<file path="src/rtl/wr_ctrl_pkg.sv">
// Shared types and length helpers for the packet burst writer.
package wr_ctrl_pkg;

    typedef enum logic [1:0] {IDLE, PLAN, BURST, DONE} state_t;

    function automatic logic [31:0] words_of(input logic [31:0] len, input int unsigned bytes);
        return (len + bytes - 1) / bytes;
    endfunction

    // Lane mask for the final word; a whole final word gets every lane.
    function automatic logic [63:0] last_be(input logic [31:0] len, input int unsigned bytes);
        logic [31:0] r;
        r = len % bytes;
        if (r == 0) return (64'd1 << bytes) - 64'd1;
        return (64'd1 << r) - 64'd1;
    endfunction

endpackage

</file>
<file path="src/rtl/wr_burst_ctrl_if.sv">
// Avalon-MM burst write bus between the writer (master) and the memory slave.
interface wr_burst_ctrl_if #(
    parameter int DATA_W    = 32,
    parameter int ADDR_W    = 32,
    parameter int MAX_BURST = 16
);
    localparam int BC_W = $clog2(MAX_BURST) + 1;

    logic [ADDR_W-1:0]   avm_address;
    logic [DATA_W-1:0]   avm_writedata;
    logic [DATA_W/8-1:0] avm_byteenable;
    logic                avm_write;
    logic [BC_W-1:0]     avm_burstcount;
    logic                avm_waitrequest;

    modport master (
        output avm_address, avm_writedata, avm_byteenable, avm_write, avm_burstcount,
        input  avm_waitrequest
    );

    modport slave (
        input  avm_address, avm_writedata, avm_byteenable, avm_write, avm_burstcount,
        output avm_waitrequest
    );
endinterface

</file>
<file path="src/rtl/wr_burst_planner.sv">
// Sizes the next burst from the words still to write; results register on load and hold for the burst.
// One-cycle latency from load; no backpressure of its own.
module wr_burst_planner #(
    parameter int ADDR_W    = 32,
    parameter int LEN_W     = 16,
    parameter int MAX_BURST = 16,
    parameter int BYTES     = 4,
    parameter int BC_W      = $clog2(MAX_BURST) + 1
) (
    input  logic              clk,
    input  logic              reset,
    input  logic              load,
    input  logic [LEN_W-1:0]  remaining,
    input  logic [ADDR_W-1:0] cur_addr,
    output logic [BC_W-1:0]   blen_q,
    output logic [ADDR_W-1:0] addr_q,
    output logic [ADDR_W-1:0] next_addr_q,
    output logic              last_q
);
    logic [BC_W-1:0]   blen;
    logic [ADDR_W-1:0] next_addr;
    logic              last;

    always_comb begin
        blen      = (remaining >= LEN_W'(MAX_BURST)) ? BC_W'(MAX_BURST) : BC_W'(remaining);
        next_addr = cur_addr + (ADDR_W'(blen) * ADDR_W'(BYTES));
        last      = (remaining <= LEN_W'(MAX_BURST));
    end

    always_ff @(posedge clk) begin
        if (!reset) begin
            blen_q      <= '0;
            addr_q      <= '0;
            next_addr_q <= '0;
            last_q      <= 1'b0;
        end else if (load) begin
            blen_q      <= blen;
            addr_q      <= cur_addr;
            next_addr_q <= next_addr;
            last_q      <= last;
        end
    end
endmodule

</file>
<file path="src/rtl/wr_burst_ctrl.sv">
// FIFO-to-Avalon-MM burst writer: drains one packet to [pkt_begin, pkt_end), first write 2 cycles after start.
// Stalls on avm_waitrequest or an empty FIFO without reissuing the address. Option macro: WR_BURST_ALIGN_CHECK_EN.
module wr_burst_ctrl
    import wr_ctrl_pkg::*;
#(
    parameter int DATA_W    = 32,
    parameter int ADDR_W    = 32,
    parameter int MAX_BURST = 16,
    parameter int LEN_W     = 16
) (
    input  logic              clk,
    input  logic              reset,
    input  logic              start,
    input  logic [ADDR_W-1:0] pkt_begin,
    input  logic [ADDR_W-1:0] pkt_end,
    output logic              busy,
    output logic              done,
    output logic              err,
    input  logic [DATA_W-1:0] fifo_rdata,
    input  logic              fifo_empty,
    output logic              fifo_rd,
    wr_burst_ctrl_if.master   avm
);
    localparam int BYTES = DATA_W / 8;
    localparam int BC_W  = $clog2(MAX_BURST) + 1;

    state_t              state, state_nxt;
    logic [ADDR_W-1:0]   cur_addr, burst_addr, next_addr_q;
    logic [LEN_W-1:0]    len_q, remaining, len_in;
    logic [BC_W-1:0]     beat, blen_q;
    logic                last_q, last_beat, final_word;
    logic                bad_req, plan_load, accept, burst_end, wr;
    logic [DATA_W-1:0]   wdata;
    logic [BYTES-1:0]    be, last_mask;

    assign len_in     = LEN_W'(pkt_end - pkt_begin);
    assign last_beat  = (beat == blen_q - BC_W'(1));
    assign final_word = last_q && last_beat;
    assign last_mask  = BYTES'(last_be(32'(len_q), BYTES));

`ifdef WR_BURST_ALIGN_CHECK_EN
    assign bad_req = ((pkt_begin & ADDR_W'(BYTES - 1)) != '0) || (pkt_end < pkt_begin);

    always_ff @(posedge clk) begin
        if (!reset) err <= 1'b0;
        else        err <= (state == IDLE) && start && bad_req;
    end
`else
    assign bad_req = 1'b0;
    assign err     = 1'b0;
`endif

    wr_burst_planner #(
        .ADDR_W(ADDR_W), .LEN_W(LEN_W), .MAX_BURST(MAX_BURST), .BYTES(BYTES)
    ) u_planner (
        .clk(clk), .reset(reset), .load(plan_load), .remaining(remaining), .cur_addr(cur_addr),
        .blen_q(blen_q), .addr_q(burst_addr), .next_addr_q(next_addr_q), .last_q(last_q)
    );

    always_ff @(posedge clk) begin
        if (!reset) state <= IDLE;
        else        state <= state_nxt;
    end

    always_comb begin
        state_nxt = state;
        plan_load = 1'b0;
        wr        = 1'b0;
        wdata     = '0;
        be        = '0;
        accept    = 1'b0;
        burst_end = 1'b0;
        fifo_rd   = 1'b0;
        case (state)
            IDLE:  if (start) state_nxt = bad_req ? DONE : PLAN;
            PLAN: begin
                if (remaining == '0) begin
                    state_nxt = DONE;
                end else begin
                    plan_load = 1'b1;
                    state_nxt = BURST;
                end
            end
            BURST: begin
                // Head word is presented directly; without a pop it stays put across stalls.
                wr        = !fifo_empty;
                wdata     = fifo_rdata;
                be        = final_word ? last_mask : '1;
                accept    = wr && !avm.avm_waitrequest;
                fifo_rd   = accept;
                burst_end = accept && last_beat;
                if (burst_end) state_nxt = PLAN;
            end
            DONE:    state_nxt = IDLE;
            default: state_nxt = IDLE;
        endcase
    end

    always_ff @(posedge clk) begin
        if (!reset) begin
            cur_addr  <= '0;
            len_q     <= '0;
            remaining <= '0;
            beat      <= '0;
            busy      <= 1'b0;
            done      <= 1'b0;
        end else begin
            done <= 1'b0;
            if (state == IDLE && start) begin
                cur_addr  <= pkt_begin & ~ADDR_W'(BYTES - 1);
                len_q     <= len_in;
                remaining <= LEN_W'(words_of(32'(len_in), BYTES));
                beat      <= '0;
                busy      <= 1'b1;
            end
            if (accept) begin
                remaining <= remaining - LEN_W'(1);
                beat      <= burst_end ? '0 : beat + BC_W'(1);
            end
            if (burst_end) cur_addr <= next_addr_q;
            if (state == DONE) begin
                done <= 1'b1;
                busy <= 1'b0;
            end
        end
    end

    assign avm.avm_address    = burst_addr;
    assign avm.avm_burstcount = blen_q;
    assign avm.avm_write      = wr;
    assign avm.avm_writedata  = wdata;
    assign avm.avm_byteenable = be;
endmodule

</file>
<file path="src/flat_wrapper.sv">
// flat-port wrapper written by rule: the top's interface ports become plain ports
module wr_burst_ctrl_flat import wr_ctrl_pkg::*;
#(
    parameter int DATA_W    = 32,
    parameter int ADDR_W    = 32,
    parameter int MAX_BURST = 16,
    parameter int LEN_W     = 16
)
  (clk, reset, start, pkt_begin, pkt_end, busy, done, err, fifo_rdata, fifo_empty, fifo_rd, avm_avm_address, avm_avm_writedata, avm_avm_byteenable, avm_avm_write, avm_avm_burstcount, avm_avm_waitrequest);
  wr_burst_ctrl_if #(.DATA_W(DATA_W), .ADDR_W(ADDR_W), .MAX_BURST(MAX_BURST)) avm_i ();
  input  logic clk;
  input  logic reset;
  input  logic start;
  input  logic [ADDR_W-1:0] pkt_begin;
  input  logic [ADDR_W-1:0] pkt_end;
  output logic busy;
  output logic done;
  output logic err;
  input  logic [DATA_W-1:0] fifo_rdata;
  input  logic fifo_empty;
  output logic fifo_rd;
  output wire logic [$bits(avm_i.avm_address)-1:0] avm_avm_address;
  output wire logic [$bits(avm_i.avm_writedata)-1:0] avm_avm_writedata;
  output wire logic [$bits(avm_i.avm_byteenable)-1:0] avm_avm_byteenable;
  output wire logic [$bits(avm_i.avm_write)-1:0] avm_avm_write;
  output wire logic [$bits(avm_i.avm_burstcount)-1:0] avm_avm_burstcount;
  input wire logic [$bits(avm_i.avm_waitrequest)-1:0] avm_avm_waitrequest;
  assign avm_avm_address = avm_i.avm_address;
  assign avm_avm_writedata = avm_i.avm_writedata;
  assign avm_avm_byteenable = avm_i.avm_byteenable;
  assign avm_avm_write = avm_i.avm_write;
  assign avm_avm_burstcount = avm_i.avm_burstcount;
  assign avm_i.avm_waitrequest = avm_avm_waitrequest;
  wr_burst_ctrl #(.DATA_W(DATA_W), .ADDR_W(ADDR_W), .MAX_BURST(MAX_BURST), .LEN_W(LEN_W)) u_core (.clk(clk), .reset(reset), .start(start), .pkt_begin(pkt_begin), .pkt_end(pkt_end), .busy(busy), .done(done), .err(err), .fifo_rdata(fifo_rdata), .fifo_empty(fifo_empty), .fifo_rd(fifo_rd), .avm(avm_i));
endmodule
</file>
<file path="config.mk">
export PLATFORM = sky130hd
export DESIGN_NAME = wr_burst_ctrl_flat
export DESIGN_NICKNAME = d
export VERILOG_FILES = /design/src/rtl/wr_ctrl_pkg.sv /design/src/rtl/wr_burst_ctrl_if.sv /design/src/rtl/wr_burst_planner.sv /design/src/rtl/wr_burst_ctrl.sv /design/src/flat_wrapper.sv
export SDC_FILE = /design/constraint.sdc
export NUM_CORES = 1
export LEC_CHECK = 0
export ABC_AREA = 1
export CAP_MARGIN = 40
export CORE_MARGIN = 2
export CORE_UTILIZATION = 55
export CTS_CLUSTER_DIAMETER = 50
export DETAILED_ROUTE_END_ITERATION = 8
export GPL_ROUTABILITY_DRIVEN = 1
export PLACE_DENSITY = 0.86
export SLEW_MARGIN = 25
export SYNTH_ARGS = -nofsm -noshare
export SYNTH_HDL_FRONTEND = slang
export SYNTH_SLANG_ARGS = --single-unit
</file>
<file path="constraint.sdc">
create_clock -name clk -period 8.2 [get_ports clk]
set_input_delay 0.82 -clock clk [delete_from_list [all_inputs] [get_ports clk]]
set_output_delay 0.82 -clock clk [all_outputs]
set_load 0.01 [all_outputs]
</file>
# Word-level counts from Yosys, hierarchy flattened
# Cells that the tools add are included.
[classes]
n_eq_ne = 6
muxes = 24
n_addsub = 8
magnitude_cmp = 2
bitwise_logic = 1
reduce_logical = 13
n_shift = 1
[ops]
columns = ["cell", "n"]
rows = [
  ["32-bit two-way mux", 3],
  ["32-bit by 7-bit adder with 32-bit output", 1],
  ["32-bit logical NOT", 1],
  ["16-bit two-way mux", 2],
  ["5-bit two-way mux", 4],
  ["18-bit by 1-bit subtractor with 18-bit output (second input constant)", 1],
  ["16-bit by 3-bit adder with 17-bit output (second input constant)", 1],
  ["16-bit by 5-bit >= comparator with 1-bit output (second input constant)", 1],
  ["16-bit by 5-bit <= comparator with 1-bit output (second input constant)", 1],
  ["16-bit logical NOT", 1],
  ["4-bit two-way mux", 4],
  ["16-bit by 1-bit subtractor with 16-bit output (second input constant)", 1],
  ["16-bit subtractor", 1],
  ["1-bit two-way mux", 8],
  ["2-bit one-hot mux with 4 select lines", 1],
  ["5-bit by 1-bit adder with 5-bit output (second input constant)", 1],
  ["5-bit equality test", 1],
  ["5-bit by 1-bit subtractor with 5-bit output (second input constant)", 1],
  ["2-bit equality test (second input constant)", 2],
  ["1-bit logical AND", 4],
  ["2-bit two-way mux", 2],
  ["2-bit nonzero test", 2],
  ["1-bit by 2-bit left shift with 4-bit output (first input constant)", 1],
  ["4-bit by 1-bit subtractor with 4-bit output (second input constant)", 1],
  ["other kinds (8)", 9],
]
[word_totals]
register_bits = 129
out_inout_bits = 78
wordCells = 66
inputBits = 101

# Depth between registers and ports, before layout
# Gate-level depths: netlist of run 1.
[depth]
ltp_word = 6
mapped_depth = 25
mapped_depth_nobuf = 25

# By module
# Synthesis of run 1 repeated with hierarchy kept, for this count alone.
[unflattened]
cells_unflattened = 1258
area_unflattened_um2 = 8037.7
[modules_own_cells]
columns = ["mod", "area_each_um2", "n_inst", "seq_area_each_um2", "cells_per_inst"]
rows = [
  ["wr_burst_ctrl", 4553.1, 1, 1181.1, 731],
  ["wr_burst_planner", 3484.6, 1, 1361.3, 527],
]

# Worst setup path before layout of run 1
# OpenSTA, ideal clock, no wires.
[synth_timing]
path_type = "in2reg"
from = "input pkt_end[0]"
to = "register u_core.remaining[11]"
t_required_ns = 8.085
setup_ns = 0.115
t_arrival_ns = 3.064
path_buffers = 0
setup_slack_ns = 5.021
cell_stages = 16
cell_sequence = "inv_1 ha_1 inv_1 fa_1 xor2_2 ha_1 nand3_2 nor2_1 nand2_1 nand2_1 nand3_2 nor2_2 nand2_2 nor2_4 o21ai_0 o21a_1"
[synth_between]
elab_chain_cells = 5
[synth_lines]
columns = ["item", "line_no", "text"]
rows = [
  ["start, declared", "flat_wrapper.sv:15", "input logic [ADDR_W-1:0] pkt_end;"],
  ["16-bit subtractor", "wr_burst_ctrl.sv:36", "assign len_in = LEN_W'(pkt_end - pkt_begin);"],
  ["16-bit by 3-bit adder with 17-bit output", "wr_ctrl_pkg.sv:7", "return (len + bytes - 1) / bytes;"],
  ["18-bit by 1-bit subtractor with 18-bit output", "wr_ctrl_pkg.sv:7", ""],
  ["16-bit two-way mux", "wr_burst_ctrl.sv:109", "if (state == IDLE && start) begin"],
  ["16-bit two-way mux", "wr_burst_ctrl.sv:116", "if (accept) begin"],
  ["end signal, assigned", "wr_burst_ctrl.sv:112", "remaining <= LEN_W'(words_of(32'(len_in), BYTES));"],
  ["end signal, assigned", "wr_burst_ctrl.sv:117", "remaining <= remaining - LEN_W'(1);"],
  ["end, declared", "wr_burst_ctrl.sv:29", "logic [LEN_W-1:0] len_q, remaining, len_in;"],
]
# No other way between the ends. The select of a mux whose other input is x is not followed.
# A chain may end at the register's enable or synchronous reset.

# Worst setup path after layout of run 1
[layout_timing]
from = "register u_core.state[1]"
to = "output fifo_rd"
[layout_between]
elab_chain_cells = 2
[layout_lines]
columns = ["item", "line_no", "text"]
rows = [
  ["start, declared", "wr_burst_ctrl.sv:27", "state_t state, state_nxt;"],
  ["start signal, assigned", "wr_burst_ctrl.sv:62", "else state <= state_nxt;"],
  ["2-bit equality test", "wr_burst_ctrl.sv:74", "case (state)"],
  ["1-bit two-way mux", "wr_burst_ctrl.sv:74", ""],
  ["end, declared", "flat_wrapper.sv:21", "output logic fifo_rd;"],
]
# No other way between the ends.

==> flow_summary_export.csv, run 1 <==
group,metric,value,unit
place,dp_slack,4176,ps
synthesis,syn_inst,1293,
min_path,min_path_type,"flop to flop",
synthesis,synth_ff_type,"dfxtp_1",
timing,finalSetupViolCount,0,
power_and_ir_drop,vdd_ir_drop_max,0.1500,mV
timing,rsz0062_at_grt,"false",
timing,holdWs,469.7,ps
global_route,antenna_found_initial,0,
drt,drt_iter0_markers,726,
clocking,cts_sinks,127,
drt,drcViolationCount,0,
place,gp_congestion,0.9324,
timing,relSlewSlack,43.68,%
drt,firstDrtPassIters,7,
power_and_ir_drop,leakagePower,0.004545,µW
floorplan,fp.dieArea,15860,µm²
place,detailed_place_hpwl,16.55,mm
min_path,min_from,"u_core.u_planner.addr_q[15]",
clocking,cts_buffers,17,
drt,wl_met2,10.76,mm
drt,vias_per_cell,5.464,
drt,finalWirelength,22.87,mm
floorplan,coreArea,14530,µm²
setup_path,startpoint_type,"flop",
clocking,holdBufCountCts,0,
setup_path,crit_type,"flop to primary output",
timing,fin_crit_sh,51.75,%
synthesis,synth-seq-area-share,31.10,%
place,place_inst,1596,
synthesis,synth-seq-cells,127,
setup_path,crit_chain,"inv_1 > nor2_1 > inv_1 > buf_8 > nor2_1 > nand2_1 > inv_1 > clkdlybuf4s50_1",
cells_and_area,stdcell_count,1628,
cells_and_area,final_core_util,71.97,%
timing,tightest_slew,844.8,ps
cells_and_area,syn_to_final_growth,27.95,%
floorplan,die_width,125.9,µm
setup_path,path_common_cell,"inv_1",
drt,vias,8895,
global_route,grt_pass1_wl,37.24,mm
clocking,ctsHtreeMaxLevel,4,
setup_path,cp_max_fo,23,
cells_and_area,antennaDiodeCount,0,
setup_path,critPathBufInv,5,
synthesis,synth_edf_count,0,
cells_and_area,fillers,1215,
synthesis,syn_area,8175,µm²
setup_path,crit_required,7380,ps
timing,clock.fmax,235.6,MHz
clocking,root_buffer,"clkbuf_16",
synthesis,synth_fp_nets,1422,
cells_and_area,nets,1561,
setup_path,path_delay_family,"buffers and inverters",
clocking,cts.clk_slew.worst_paths,60,ps
floorplan,die_height,125.9,µm
timing,period_minus_slack,4244,ps
clocking,cts_tree,"built",
cells_and_area,drive_gt1_share,7.202,%
drt,ant_nets,0,
global_route,grt_max_degree,87,
drt,wl_per_cell,14.05,µm
synthesis,ys_async_sr_fraction,0,%
drt,dr_wl_met3,1.803,mm
place,port_buffers,161,
clocking,cts_max_path_buffers,2,
outcome,status,"finished clean",
run,cap_violations,0,
synthesis,ys_warn_count,0,
clocking,cts.repair.resized,0,
timing,setup_slack,3956,ps
floorplan,start_util,56.25,%
setup_path,crit_start,"u_core.state[1]",
drt,wirelength_met1,9.856,mm
global_route,first_global_vias,7911,
setup_path,worstReg2RegStart,"u_core.remaining[4]",
floorplan,rows,44,
clocking,clk-insertion-delay-late,420,ps
floorplan,ios,179,
timing,skew,10.62,ps
timing,slew_viol_final,0,
setup_path,worst_path_max_delay_cell,"clkdlybuf4s50_1",
setup_path,critical_path_arrival,3420,ps
global_route,grt_use_total,28.27,%
drt,top_layer,"met4",
power_and_ir_drop,power-per-cell-area,211.8,nW/µm²
synthesis,yosysUniqueCellTypes,47,
synthesis,syn_area_per_cell,6.323,µm²
timing,hold_violations,0,
setup_path,crit_path_max_incr_delay,670,ps
timing,timing.setup.tns,0,ps
clocking,post-cts-setup-buffer-count,0,
global_route,grt-ovfl-total,0,
setup_path,cp-end-kind,"primary output",
[tightest hold or removal path, cell delays in order (launching register included)]
cell	delay, ps
dfxtp_1	310
nand2_1	60
a21oi_1	50
[state kept, by name, indices dropped and copies added, names as in the netlist]
| signal | cells |
|---|---|
| u_core.cur_addr | 32 |
| u_core.remaining | 16 |
| u_core.len_q | 2 |
| u_core.beat | 5 |
| u_core.u_planner.addr_q | 32 |
| u_core.state | 2 |
| u_core.u_planner.blen_q | 5 |
| u_core.u_planner.next_addr_q | 30 |
| u_core.u_planner.last_q | 1 |
| u_core.busy | 1 |
| u_core.done | 1 |
[layout make-up]
type	count	area (µm²)	area share, %
clock buffer	19	442.9	4.234
sequential	127	2542	24.31
timing repair buffer	169	1704	16.29
multi-input combinational	946	4785	45.74
inverter	171	641.9	6.136
clock inverter	12	113.9	1.089
tap	184	230.2	2.201
[placed cells by master (no fill, tap or decap), types with 5 or more instances in the layout]
master,netlist,final
a211oi_1,10,10
a21oi_1,57,57
a21oi_2,5,5
a31oi_1,47,47
buf_4,3,5
clkbuf_16,0,17
clkdlybuf4s50_1,0,161
dfxtp_1,127,127
ha_1,26,26
inv_1,164,163
inv_2,7,8
nand2_1,332,332
nand2_2,19,19
nand3_1,79,79
nand3_2,8,8
nand4_1,20,20
nor2_1,171,169
nor2_2,10,11
nor2_4,4,5
nor3_1,17,17
nor4_1,6,6
o211ai_1,7,7
o21ai_0,72,72
xnor2_1,9,9
xor2_1,17,17
[path summary, 6_finish.rpt]
| path | cells after the start | slack (ps) | endpoint |
|---|---|---|---|
| setup reg to reg | 20 | 4010 | u_core.u_planner.next_addr_q[26] |
| hold / removal | 2 | 470 | u_core.u_planner.addr_q[15] |
| hold reg to reg | 2 | 470 | u_core.u_planner.addr_q[15] |
| setup / recovery | 8 | 3960 | fifo_rd |
[per-stage QoR]
stage               cell area, µm²  total power (µW)
global route                 10460              2337
CTS                          10440              2209
detailed placement            9883              1500
global placement              9848              1474
floorplan                     8175              1232
finish                       10460              2216
[synthesized netlist by cell type, types with 2 or more instances]
cell	instances	area share, %
a21oi_1	57	3.5
nand3_1	79	4.8
inv_2	7	0.32
buf_2	11	0.67
o31ai_1	4	0.37
nand3_2	8	0.98
a211oi_1	10	0.92
nor2_4	4	0.55
nor2_2	10	0.77
xor2_1	17	1.8
dfxtp_1	127	31
o22ai_1	2	0.15
nand4_1	20	1.5
inv_1	164	7.5
nand2_1	332	15
clkbuf_1	33	1.5
nor4_1	6	0.46
nor2_1	171	7.9
nand3b_1	2	0.18
nor3_1	17	1.0
buf_4	3	0.28
fa_1	2	0.49
o21ai_0	72	4.4
o211ai_1	7	0.64
ha_1	26	4.0
nand2_2	19	1.5
xnor2_1	9	0.96
nand2_4	2	0.28
a21oi_2	5	0.54
a31oi_1	47	3.6
or2_2	4	0.31
[layer usage]
metal / vias to the layer above / track usage, %
met5: - / 0
met4: 0 / 9.761
met3: 43 / 5.480
met2: 384 / 47.98
met1: 3993 / 35.99
li1: 4475 / -
[cell families (layout without fill, tap and decap cells)]
kind of cell | after synthesis | in the layout | share of synthesized area, %
compound gates | 211 | 211 | 14.77
xor+xnor | 27 | 27 | 2.984
fa+ha+maj | 28 | 28 | 4.469
buf+inv | 220 | 371 | 10.50
flops | 127 | 127 | 31.10
other cells | 1 | 1 | 0.04587
simple gates | 679 | 679 | 36.13
[where the power goes]
part	leakage (µW)	total, µW	internal (µW)	switching, µW
combinational	0.00324	735	296	439
sequential	0.00104	767	701	65.4
clock	0.000262	714	424	290
Note: power is estimated with default switching activity, not from simulation.
==> run 2: changes to the inputs <==
--- a/config.mk
+++ b/config.mk
@@ -8,11 +8,11 @@
 export ABC_AREA = 1
 export CAP_MARGIN = 40
 export CORE_MARGIN = 2
-export CORE_UTILIZATION = 55
+export CORE_UTILIZATION = 47
 export CTS_CLUSTER_DIAMETER = 50
 export DETAILED_ROUTE_END_ITERATION = 8
 export GPL_ROUTABILITY_DRIVEN = 1
-export PLACE_DENSITY = 0.86
+export PLACE_DENSITY = 0.78
 export SLEW_MARGIN = 25
 export SYNTH_ARGS = -nofsm -noshare
 export SYNTH_HDL_FRONTEND = slang
==> constraint.sdc (replaced) <==
create_clock -name clk -period 3.78 [get_ports clk]
set_input_delay 0.378 -clock clk [delete_from_list [all_inputs] [get_ports clk]]
set_output_delay 0.378 -clock clk [all_outputs]
set_load 0.01 [all_outputs]
==> run 2 against run 1 <==
Against the previous run:
- setup slack worse by 3600 ps
- clock-buffer cell count increased by 2
- critical endpoint is now u_core.u_planner.next_addr_q[26]
- non-clock buffer count up 9
- utilization fell by 9.9 points
- highest routed layer unchanged
- sequential power is 120% higher
- worst hold slack lost 10 ps
==> flow_summary_export.csv, run 2 (same netlist as run 1, synthesis figures left out) <==
group,metric,value,unit
outcome,status,"finished clean",
timing,period_minus_slack,3453,ps
global_route,grt-ovfl-total,0,
drt,finalWirelength,22.96,mm
floorplan,ios,179,
timing,fin_crit_sh,91.35,%
cells_and_area,antennaDiodeCount,0,
setup_path,crit_path_max_incr_delay,410,ps
floorplan,rows,48,
timing,slew_viol_final,0,
clocking,cts_tree,"built",
cells_and_area,nets,1570,
floorplan,fp.dieArea,18460,µm²
setup_path,ff2ff_setup_slack,330,ps
min_path,holdPathEnd,"u_core.cur_addr[1]",
setup_path,rr_worst_depth,20,
clocking,cts_max_path_buffers,2,
clocking,cts_sinks,127,
cells_and_area,mostFrequentLayoutCell,"nand2_1",
setup_path,crit_type,"flop to flop",
clocking,clk-insertion-delay-late,420,ps
power_and_ir_drop,comb_power_share,32.5,%
setup_path,critical_path_arrival,3740,ps
power_and_ir_drop,internal-power,3235,µW
setup_path,worstReg2RegStart,"u_core.remaining[13]",
setup_path,cp-end-kind,"flop",
setup_path,crit_chain,"nor2_1 > inv_1 > nor3_1 > nand3_1 > nor2_2 > inv_1 > nor2_2 > ha_1 > inv_1 > fa_1 > o21ai_2 > a21oi_1 > nor3_2 > nand2_1 > nor2_2 > nand3_2 > nor3b_4 > nand2_1 > nand3_1 > a31oi_1",
cells_and_area,drive_gt1_share,8.253,%
clocking,ctsHtreeMaxLevel,4,
global_route,first_global_vias,7771,
power_and_ir_drop,sw_frac_of_total,34.27,%
setup_path,crit_required,4070,ps
setup_path,worst_path_max_delay_cell,"fa_1",
cells_and_area,reg_top3,"u_core.cur_addr: 32 flops, u_core.u_planner.addr_q: 32 flops, u_core.u_planner.next_addr_q: 30 flops",
setup_path,crit_start,"u_core.remaining[13]",
cells_and_area,final_core_util,62.03,%
drt,wl_per_cell,13.67,µm
floorplan,start_util,47.60,%
power_and_ir_drop,leakagePower,0.004644,µW
timing,clock.fmax,289.6,MHz
power_and_ir_drop,clockPowerShare,33.6,%
setup_path,cp_max_fo,5,
timing,relSlewSlack,43.93,%
setup_path,path_delay_family,"simple AND/OR/NAND/NOR gates",
power_and_ir_drop,seqPwrFrac,33.8,%
min_path,hold_path_depth,2,
setup_path,r2r-end,"u_core.u_planner.next_addr_q[26]",
clocking,cts_buffers,17,
setup_path,startpoint_type,"flop",
drt,drt_iter0_markers,631,
drt,vias_per_cell,5.197,
place,place_inst,1646,
power_and_ir_drop,power-per-cell-area,462.0,nW/µm²
setup_path,cp.depth,20,
power_and_ir_drop,switchingPower,1687,µW
floorplan,coreArea,17180,µm²
global_route,grt_max_degree,87,
cells_and_area,stdcell_count,1679,
run,cap_violations,0,
drt,ant_nets,0,
clocking,post-cts-setup-buffer-count,0,
clocking,root_buffer,"clkbuf_16",
drt,firstDrtPassIters,5,
power_and_ir_drop,vdd_ir_drop_max,0.4041,mV
place,dp_slack,149.0,ps
global_route,grt_use_total,24.72,%
floorplan,die_width,135.9,µm
clocking,holdBufCountCts,0,
power_and_ir_drop,power.total,4922,µW
global_route,grt_pass1_wl,36.89,mm
timing,skew,7.972,ps
global_route,antenna_found_initial,0,
cells_and_area,final_cell_mix,"nand2_1, inv_1, nor2_1",
place,detailed_place_hpwl,16.84,mm
floorplan,die_height,135.9,µm
setup_path,critPathBufInv,3,
min_path,min_path_type,"flop to flop",
timing,finalSetupViolCount,0,
place,port_buffers,161,
place,gp_congestion,0.9210,
drt,drcViolationCount,0,
timing,tightest_slew,841.0,ps
timing,timing.setup.tns,0,ps
min_path,min_from,"u_core.cur_addr[1]",
cells_and_area,syn_to_final_growth,30.32,%
timing,setup_slack,326.8,ps
clocking,cts.clk_slew.worst_paths,60,ps
drt,vias,8726,
timing,hold_violations,0,
==> run 2: metrics by stage <==
step | hold WS (ps) | area (µm²)
floorplan | 441.3 | 8175
global placement | 448.5 | 9995
detailed placement | 453.8 | 9995
CTS | 462.6 | 10590
global route | 485.8 | 10650
finish | 459.7 | 10650
==> run 2: routing by layer <==
metal	GRT usage (%)	part of all wire (%)	vias up
li1	-	-	4479
met1	31.81	45	3931
met2	42.14	47	275
met3	4.437	6.9	41
met4	7.639	1.9	0
met5	0	0	-
==> run 2: power groups by stage <==
stage | clock network, µW | logic, µW | registers (µW)
2_1_floorplan | 0 | 986 | 1690
3_3_place_gp | 0 | 1550 | 1680
3_5_place_dp | 0 | 1580 | 1690
4_1_cts | 1670 | 1590 | 1660
5_1_grt | 1740 | 1790 | 1690
6_report | 1660 | 1600 | 1660
==> run 2: how the worst max path moves through the flow <==
stage	endpoint
after global routing	u_core.u_planner.next_addr_q[23]
after detailed placement	u_core.u_planner.next_addr_q[26]
final	u_core.u_planner.next_addr_q[26]
after floorplan	u_core.u_planner.next_addr_q[26]
after CTS	u_core.u_planner.next_addr_q[26]
after global placement	u_core.u_planner.next_addr_q[23]
==> run 2: cell type report <==
| class | count | area [µm²] |
|---|---|---|
| clock inverter | 11 | 138.9 |
| tap | 225 | 281.5 |
| sequential | 127 | 2542 |
| multi-input combinational | 946 | 4817 |
| fill | 1617 | 6523 |
| clock buffer | 21 | 460.4 |
| inverter | 171 | 641.9 |
| timing repair buffer | 178 | 1772 |
==> run 2: worst min-delay path: stages, from the launching register on <==
cell,delay (ps)
dfxtp_1,310
nand2_1,60
a21oi_1,50
==> run 2: timing repair <==
action	CTS	global route
endpoints found under the hold margin	0	0
gates resized for setup	0	10
setup endpoints to repair	0	10
